<file path="src/rtl/hpu_task_frontend.sv">
// hpu_task_frontend: per-HPU endpoint between the cluster scheduler and the core runtime.
// Latency: a task is presented to the core one cycle after acceptance; feedback is pushed on the completion cycle.
// Backpressure: a full feedback FIFO parks the frontend in Stall, and no new task is accepted until the entry is pushed.
// Ports:
//   clk_i, rst_ni                          clock, asynchronous active-low reset
//   hpu_task_valid_i/ready_o, hpu_task_i   task in from the cluster scheduler
//   hpu_feedback_valid_o/ready_i, _o       feedback out to the cluster feedback arbiter
//   hpu_active_o                           busy: handler in flight or feedback pending
//   core_task_valid_o, core_task_o         task offered to the core runtime
//   core_task_ack_i, core_done_i           handler start / single-cycle finish pulse
//   timeout_o, last_cycles_o               sticky watchdog flag, duration of the last handler

package hpu_task_frontend_pkg;
  typedef struct packed {
    logic [15:0] msgid;
    logic [31:0] pkt_addr;
    logic [15:0] pkt_size;
  } handler_task_t;

  typedef struct packed {
    handler_task_t handler_task;
    logic [31:0]   pkt_ptr;
  } hpu_handler_task_t;

  typedef struct packed {
    handler_task_t feedback_descr;
    logic [31:0]   pkt_ptr;
  } task_feedback_descr_t;
endpackage

// hpu_fifo: generic synchronous FIFO. head_dat shows the oldest entry.
// Latency: a pushed entry is visible at the head one cycle after the push.
// Backpressure: a push is taken when the FIFO is not full, or when a pop happens in the same cycle.
module hpu_fifo #(
  parameter int DEPTH = 2,
  parameter int WIDTH = 8
) (
  input  logic             clk,
  input  logic             rst_n,
  input  logic             push,
  input  logic [WIDTH-1:0] push_dat,
  input  logic             pop,
  output logic [WIDTH-1:0] head_dat,
  output logic             full,
  output logic             empty
);
  localparam int PW = (DEPTH > 1) ? $clog2(DEPTH) : 1;
  localparam int CW = $clog2(DEPTH + 1);

  logic [WIDTH-1:0] mem [DEPTH];
  logic [PW-1:0]    wr_ptr, rd_ptr;
  logic [CW-1:0]    count;
  logic             do_push, do_pop;

  assign empty    = (count == '0);
  assign full     = (count == CW'(DEPTH));
  assign do_pop   = pop && !empty;
  assign do_push  = push && (!full || do_pop);
  assign head_dat = mem[rd_ptr];

  function automatic logic [PW-1:0] nxt(input logic [PW-1:0] p);
    return (p == PW'(DEPTH - 1)) ? '0 : p + PW'(1);
  endfunction

  // The head slot is only rewritten by a push when full, and then it is being popped
  // in that same cycle, so head_dat is stable while nothing is popped.
  always_ff @(posedge clk or negedge rst_n) begin
    if (!rst_n) begin
      wr_ptr <= '0;
      rd_ptr <= '0;
      count  <= '0;
      for (int i = 0; i < DEPTH; i++) mem[i] <= '0;
    end else begin
      if (do_push) begin
        mem[wr_ptr] <= push_dat;
        wr_ptr      <= nxt(wr_ptr);
      end
      if (do_pop) rd_ptr <= nxt(rd_ptr);
      if (do_push != do_pop) count <= do_push ? count + CW'(1) : count - CW'(1);
    end
  end
endmodule

module hpu_task_frontend
  import hpu_task_frontend_pkg::*;
#(
  parameter int          FB_FIFO_DEPTH      = 2,
  parameter int unsigned MAX_HANDLER_CYCLES = 0
) (
  input  logic                 clk_i,
  input  logic                 rst_ni,
  input  logic                 hpu_task_valid_i,
  output logic                 hpu_task_ready_o,
  input  hpu_handler_task_t    hpu_task_i,
  output logic                 hpu_feedback_valid_o,
  input  logic                 hpu_feedback_ready_i,
  output task_feedback_descr_t hpu_feedback_o,
  output logic                 hpu_active_o,
  output logic                 core_task_valid_o,
  output hpu_handler_task_t    core_task_o,
  input  logic                 core_task_ack_i,
  input  logic                 core_done_i,
  output logic                 timeout_o,
  output logic [31:0]          last_cycles_o
);
  typedef enum logic [1:0] {IDLE, DISPATCH, RUN, STALL} state_t;

  localparam logic [31:0] WD_LAST = 32'(MAX_HANDLER_CYCLES - 1);

  state_t               state;
  logic [31:0]          cycles, cycles_inc;
  logic                 wd_hit, complete, fb_pop, fb_space, fb_push, fb_full, fb_empty;
  task_feedback_descr_t fb_entry;

  assign cycles_inc = (cycles == '1) ? cycles : cycles + 32'd1;
  assign wd_hit     = (MAX_HANDLER_CYCLES != 0) && (cycles == WD_LAST);
  // A done pulse on the watchdog cycle wins: it completes normally.
  assign complete   = (state == RUN) && (core_done_i || wd_hit);
  assign fb_pop     = hpu_feedback_valid_o && hpu_feedback_ready_i;
  assign fb_space   = !fb_full || fb_pop;
  assign fb_push    = (complete || (state == STALL)) && fb_space;

  // core_task_o is held until the next accept, which cannot happen before the
  // push, so the feedback entry is built straight from it (also while stalled).
  assign fb_entry.feedback_descr = core_task_o.handler_task;
  assign fb_entry.pkt_ptr        = core_task_o.pkt_ptr;

  assign hpu_task_ready_o     = (state == IDLE);
  assign core_task_valid_o    = (state == DISPATCH);
  assign hpu_feedback_valid_o = !fb_empty;
  assign hpu_active_o         = (state != IDLE) || !fb_empty;

  always_ff @(posedge clk_i or negedge rst_ni) begin
    if (!rst_ni) begin
      state         <= IDLE;
      core_task_o   <= '0;
      cycles        <= '0;
      timeout_o     <= 1'b0;
      last_cycles_o <= '0;
    end else begin
      case (state)
        IDLE: begin
          if (hpu_task_valid_i) begin
            core_task_o <= hpu_task_i;
            state       <= DISPATCH;
          end
        end
        DISPATCH: begin
          if (core_task_ack_i) begin
            cycles <= '0;
            state  <= RUN;
          end
        end
        RUN: begin
          if (complete) begin
            last_cycles_o <= cycles_inc;
            if (!core_done_i) timeout_o <= 1'b1;
            state <= fb_space ? IDLE : STALL;
          end else begin
            cycles <= cycles_inc;
          end
        end
        STALL: begin
          if (fb_space) state <= IDLE;
        end
        default: state <= IDLE;
      endcase
    end
  end

  hpu_fifo #(
    .DEPTH(FB_FIFO_DEPTH),
    .WIDTH($bits(task_feedback_descr_t))
  ) u_fb_fifo (
    .clk      (clk_i),
    .rst_n    (rst_ni),
    .push     (fb_push),
    .push_dat (fb_entry),
    .pop      (fb_pop),
    .head_dat (hpu_feedback_o),
    .full     (fb_full),
    .empty    (fb_empty)
  );
endmodule
</file>
<file path="config.mk">
export PLATFORM = sky130hd
export DESIGN_NAME = hpu_task_frontend
export DESIGN_NICKNAME = d
export VERILOG_FILES = /design/src/rtl/hpu_task_frontend.sv
export SDC_FILE = /design/constraint.sdc
export NUM_CORES = 1
export LEC_CHECK = 0
export CAP_MARGIN = 10
export CORE_MARGIN = 2
export CORE_UTILIZATION = 55
export CTS_BUF_LIST = sky130_fd_sc_hd__clkbuf_4 sky130_fd_sc_hd__clkbuf_8 sky130_fd_sc_hd__clkbuf_16
export DETAILED_ROUTE_END_ITERATION = 10
export DONT_BUFFER_PORTS = 1
export GPL_TIMING_DRIVEN = 1
export PLACE_DENSITY_LB_ADDON = 0.3
export SETUP_SLACK_MARGIN = 0.4
export SYNTH_ARGS = -nofsm -noshare
export SYNTH_HDL_FRONTEND = slang
export SYNTH_SLANG_ARGS = --single-unit
</file>
<file path="constraint.sdc">
create_clock -name clk_i -period 5.7 [get_ports clk_i]
set_input_delay 1.14 -clock clk_i [delete_from_list [all_inputs] [get_ports clk_i]]
set_output_delay 1.14 -clock clk_i [all_outputs]
set_load 0.02 [all_outputs]
</file>
# Word-level counts from Yosys, hierarchy flattened
# Index checks and enable logic that the tools add are counted.
# totals
regBits,359
output_inout_bits,229
in_bits,102
wordCells,75
# op_classes
magnitude_cmp,3
addsub,5
eq_ne,11
n_reduce_logical,21
bitwise_logic,3
mux,19
# ops
cell,n
$mux 96,4
$bwmux 192,1
$demux 96 s1,1
$mux 32,3
$pmux 32 s2,1
$add 32x1->32 const B,1
$eq 32x32->1 const B,1
$mux 2,6
$ne 2x2->1 const B,4
$pmux 2 s4,1
$eq 2x2->1 const B,3
$logic_and 1x1->1,6
$reduce_and 3->1,2
$ge 2x2->1 const B,2
$logic_not 2->1,2
$logic_or 1x1->1,4
$not 1->2,2
$reduce_and 2->1,2
$reduce_and 4->1,1
$reduce_bool 2->1,2
$add 1x1->1 const B,2
$add 2x1->2 const B,1
$eq 2x1->1 const B,1
$logic_not 1->1,2
6 further kinds,7

# Depth between registers and ports, before layout
# depth
ltp_word,7
ltp_mapped,9
ltp_nobuf,6

# Hierarchy
# A second synthesis with hierarchy kept.
# unflattened
cells_unflattened,1190
hier_area_um2,15917.8
# modules_own_cells
module,cells_per_inst,area_per_inst_um2,seq_area_each_um2,instances
hpu_fifo,539,8499.4,4904.7,1
hpu_task_frontend,651,7418.4,4078.9,1

# Worst setup path before layout
# OpenSTA, ideal clock, no wires.
# synth_path
kind,flip-flop to output port
start,register u_fb_fifo.rd_ptr
end,output port hpu_feedback_o[0] (netlist bit)
slack_ns,2.944
arrival_ns,1.616
n_path_buf,3
t_required_ns,4.560
path_stages_with_launch,5
path_cell_list,dfrtp_1 > clkbuf_1 > clkbuf_1 > clkbuf_1 > mux2_2
# synth_lines
element,line_no,source
from (decl),51,"logic [PW-1:0] wr_ptr, rd_ptr;"
from (signal assigned),78,if (do_pop) rd_ptr <= nxt(rd_ptr);
to (decl),97,"output task_feedback_descr_t hpu_feedback_o,"

==> metrics.yaml <==
cts_hold_buffers: 0
irDropWorstVdd_uv: 409
report.final.hold_viol_count: 0
async_flop_share_pct: 100
worst_clock_skew_ns: 0.0220
die_outline_area_sq_um: 29900
slowest_delay_ns: 0.91
grt_pass1_vias: 9284
cts.clk_slew.worst_paths_ns: 0.06
clk-insertion-delay-late_ns: 0.51
dpl_hpwl_mm: 22.1
route.detailed.vias_per_inst: 5.97
regToRegStartpoint: "cycles[0]"
layout.nets: 1227
reg2reg_slack_ns: 2.76
cts.path.max_buffers: 3
worstPathCellList: "buf_4, mux2_2"
fin_hold_ws_ns: 0.341
critical_path.endpoint_type: "primary output"
antenna_violations_before_repair: 5
post_synth_num_cell_types: 67
max-slew-margin-rel_pct: 34.2
post_synth_inst_count: 1147
antenna_violating_nets_post_route: 0
core_area_sq_um: 27900
data_required_time_of_the_critical_path_ns: 4.56
grt_setup_unrepaired: "no"
die-width_um: 173
postCtsResizedCells: 0
tritonroute_pass_1_iters: 4
remaining_drc_errors: 0
final-max-slew-violation-count: 0
worstPathArrival_ns: 2.56
fmax_mhz: 270
status: "completed"
mappedNetlistNets: 1250
drive_above_1_share_pct: 42.4
synth_seq_area_share_pct: 57.2
clock_period_minus_final_worst_setup_slack_ns: 3.70
critPathSlowestCell: "sky130_fd_sc_hd__dfrtp_4"
top_level_ports: 331
cts_post_setup_buffers_inserted: 0
grt.overflow.total: 0
critical_path_peak_fanout: 54
crit_buf_inv: 1
timing.critical_path.from_type: "register"
yosysWarningCount: 0
worstHoldPathType: "in2async"
cts-buffers-inserted: 38
power-per-cell-area_nw_per_um2: 662
timing.critical_path.max_delay_family: "flip-flops"
critical_path_class: "reg2out"
number_of_maximum_capacitance_violations: 0
transition_time_at_the_pin_with_the_least_slew_margin_ns: 0.984
layout-area-overhead-vs-synth_pct: 9.71
global_route.usage.total_pct: 22.6
setup_violations: 0
clock_tree.htree_level_count: 2
cts_tree: "done"
wirelength_mm: 33.8
core.rowCount: 61
postLayoutSetupSlackWorst_ns: 2.00
synth-seq-cells: 359
grt_first_pass_wirelength_mm: 54.5
syn_avg_cell_area_sq_um: 13.7
ys.flop_type: "sky130_fd_sc_hd__dfrtp_1"
globalplace.congestion: 0.831
worst_r2r_path_depth: 6
total_leakage_power_nw: 7.13
finalCritPeriodShare_pct: 64.9
r2r_end: "last_cycles_o[29]"
finalSetupTns_ns: 0
maximum_number_of_pins_on_one_net_before_global_route_repair: 360
chipHeight_um: 173
place_worst_setup_slack_ns: 2.35
floorplan.initialDensity_pct: 56.2
wl_per_cell_um: 22.1
routed-via-count: 9144
synth.cell_area_sq_um: 15700
clk_root_buffer_cell: "sky130_fd_sc_hd__clkbuf_16"
drt-initial-drc-count: 528
synth_enable_flop_cells: 0
clkSinkCount: 359
port_bufs: 0
## Yosys cell counts (all sizes together), types with 12 or more instances
library cell	n	area [sq um]
or3	12	75.1
nand2	56	218
nand3	18	90.1
buf	34	186
a31oi	21	131
nor2	21	78.8
dfrtp	359	8980
xnor2	22	193
o21ai	45	225
inv	14	52.6
a21oi	21	109
clkbuf	39	148
mux2	385	4340
## cell families after synthesis
| family | synth area share, % |
|---|---|
| multiplexers | 27.7 |
| flip-flops | 57.2 |
| AND/OR/NAND/NOR | 5.52 |
| AO/OA/AOI/OAI | 5.68 |
| buffers and inverters | 2.46 |
| XOR/XNOR | 1.34 |
| adder cells (fa/ha/maj) | 0.0796 |
## per-layer routing
metal  vias to the layer above  GRT usage, %  part of all wire, %
met2                       291          34.8                   47
met5                         -             0                0.080
met4                         4          6.18                  1.9
met1                      4662          31.4                   44
met3                        52          6.71                  7.4
li1                       4135             -                    -
## area by class of cell
type                            instances  area [sq um]
Multi-Input combinational cell        701          6360
Tap cell                              378           473
Fill cell                            2148         10700
Antenna cell                            3          7.51
Timing Repair Buffer                   10          87.6
Inverter                               14          52.6
Clock inverter                          9          82.6
Clock buffer                           57          1180
Sequential cell                       359          8990
## power by group
part / switching, mW / leakage (nW) / internal, mW
sequential: 1.56 / 4.38 / 3.70
combinational: 1.88 / 2.12 / 1.81
clock: 0.971 / 0.631 / 1.48
## layout by cell type, fill, tap and decap left out, drive strengths merged, types with 8 or more instances in the layout
master,netlist,layout
o211ai,8,8
nor2,21,21
nor3,8,8
clkbuf,39,57
nand2,56,56
buf,34,10
a21oi,21,21
nand3,18,18
a31oi,21,21
nand4,10,10
dfrtp,359,359
inv,14,15
mux2,385,385
o21ai,45,45
xnor2,22,22
or3,12,12
## metrics by stage
| step | total power, mW | std cells | area [sq um] | utilization [%] |
|---|---|---|---|---|
| after detailed placement | 9.04 | 1462 | 16000 | 57.1 |
| after global placement | 8.90 | 1462 | 16000 | 57.1 |
| after floorplan | 8.10 | 1147 | 15700 | - |
| final | 11.4 | 1531 | 17200 | 61.7 |
| after CTS | 11.5 | 1528 | 17200 | 61.7 |
| after global routing | 12.0 | 1529 | 17200 | 61.7 |
## sequential cells by signal, indices dropped and copies added, names as in the netlist
register          cells
u_fb_fifo.mem       192
core_task_o          96
cycles               32
last_cycles_o        32
state                 2
u_fb_fifo.count       2
timeout_o             1
u_fb_fifo.rd_ptr      1
u_fb_fifo.wr_ptr      1
## worst max-delay path by stage
stage | slack [ns] | cells past startpoint | startpoint | to
5_1_grt | 1.84 | 2 | u_fb_fifo.rd_ptr | hpu_feedback_o[59]
2_1_floorplan | 2.94 | 4 | u_fb_fifo.rd_ptr | hpu_feedback_o[0]
3_5_place_dp | 2.35 | 5 | hpu_feedback_ready_i | u_fb_fifo.mem[9]
3_3_place_gp | 2.39 | 5 | hpu_feedback_ready_i | u_fb_fifo.mem[76]
4_1_cts | 1.94 | 2 | u_fb_fifo.rd_ptr | hpu_feedback_o[64]
6_report | 2.00 | 2 | u_fb_fifo.rd_ptr | hpu_feedback_o[64]
No activity file was read; power rests on OpenSTA's default activity.
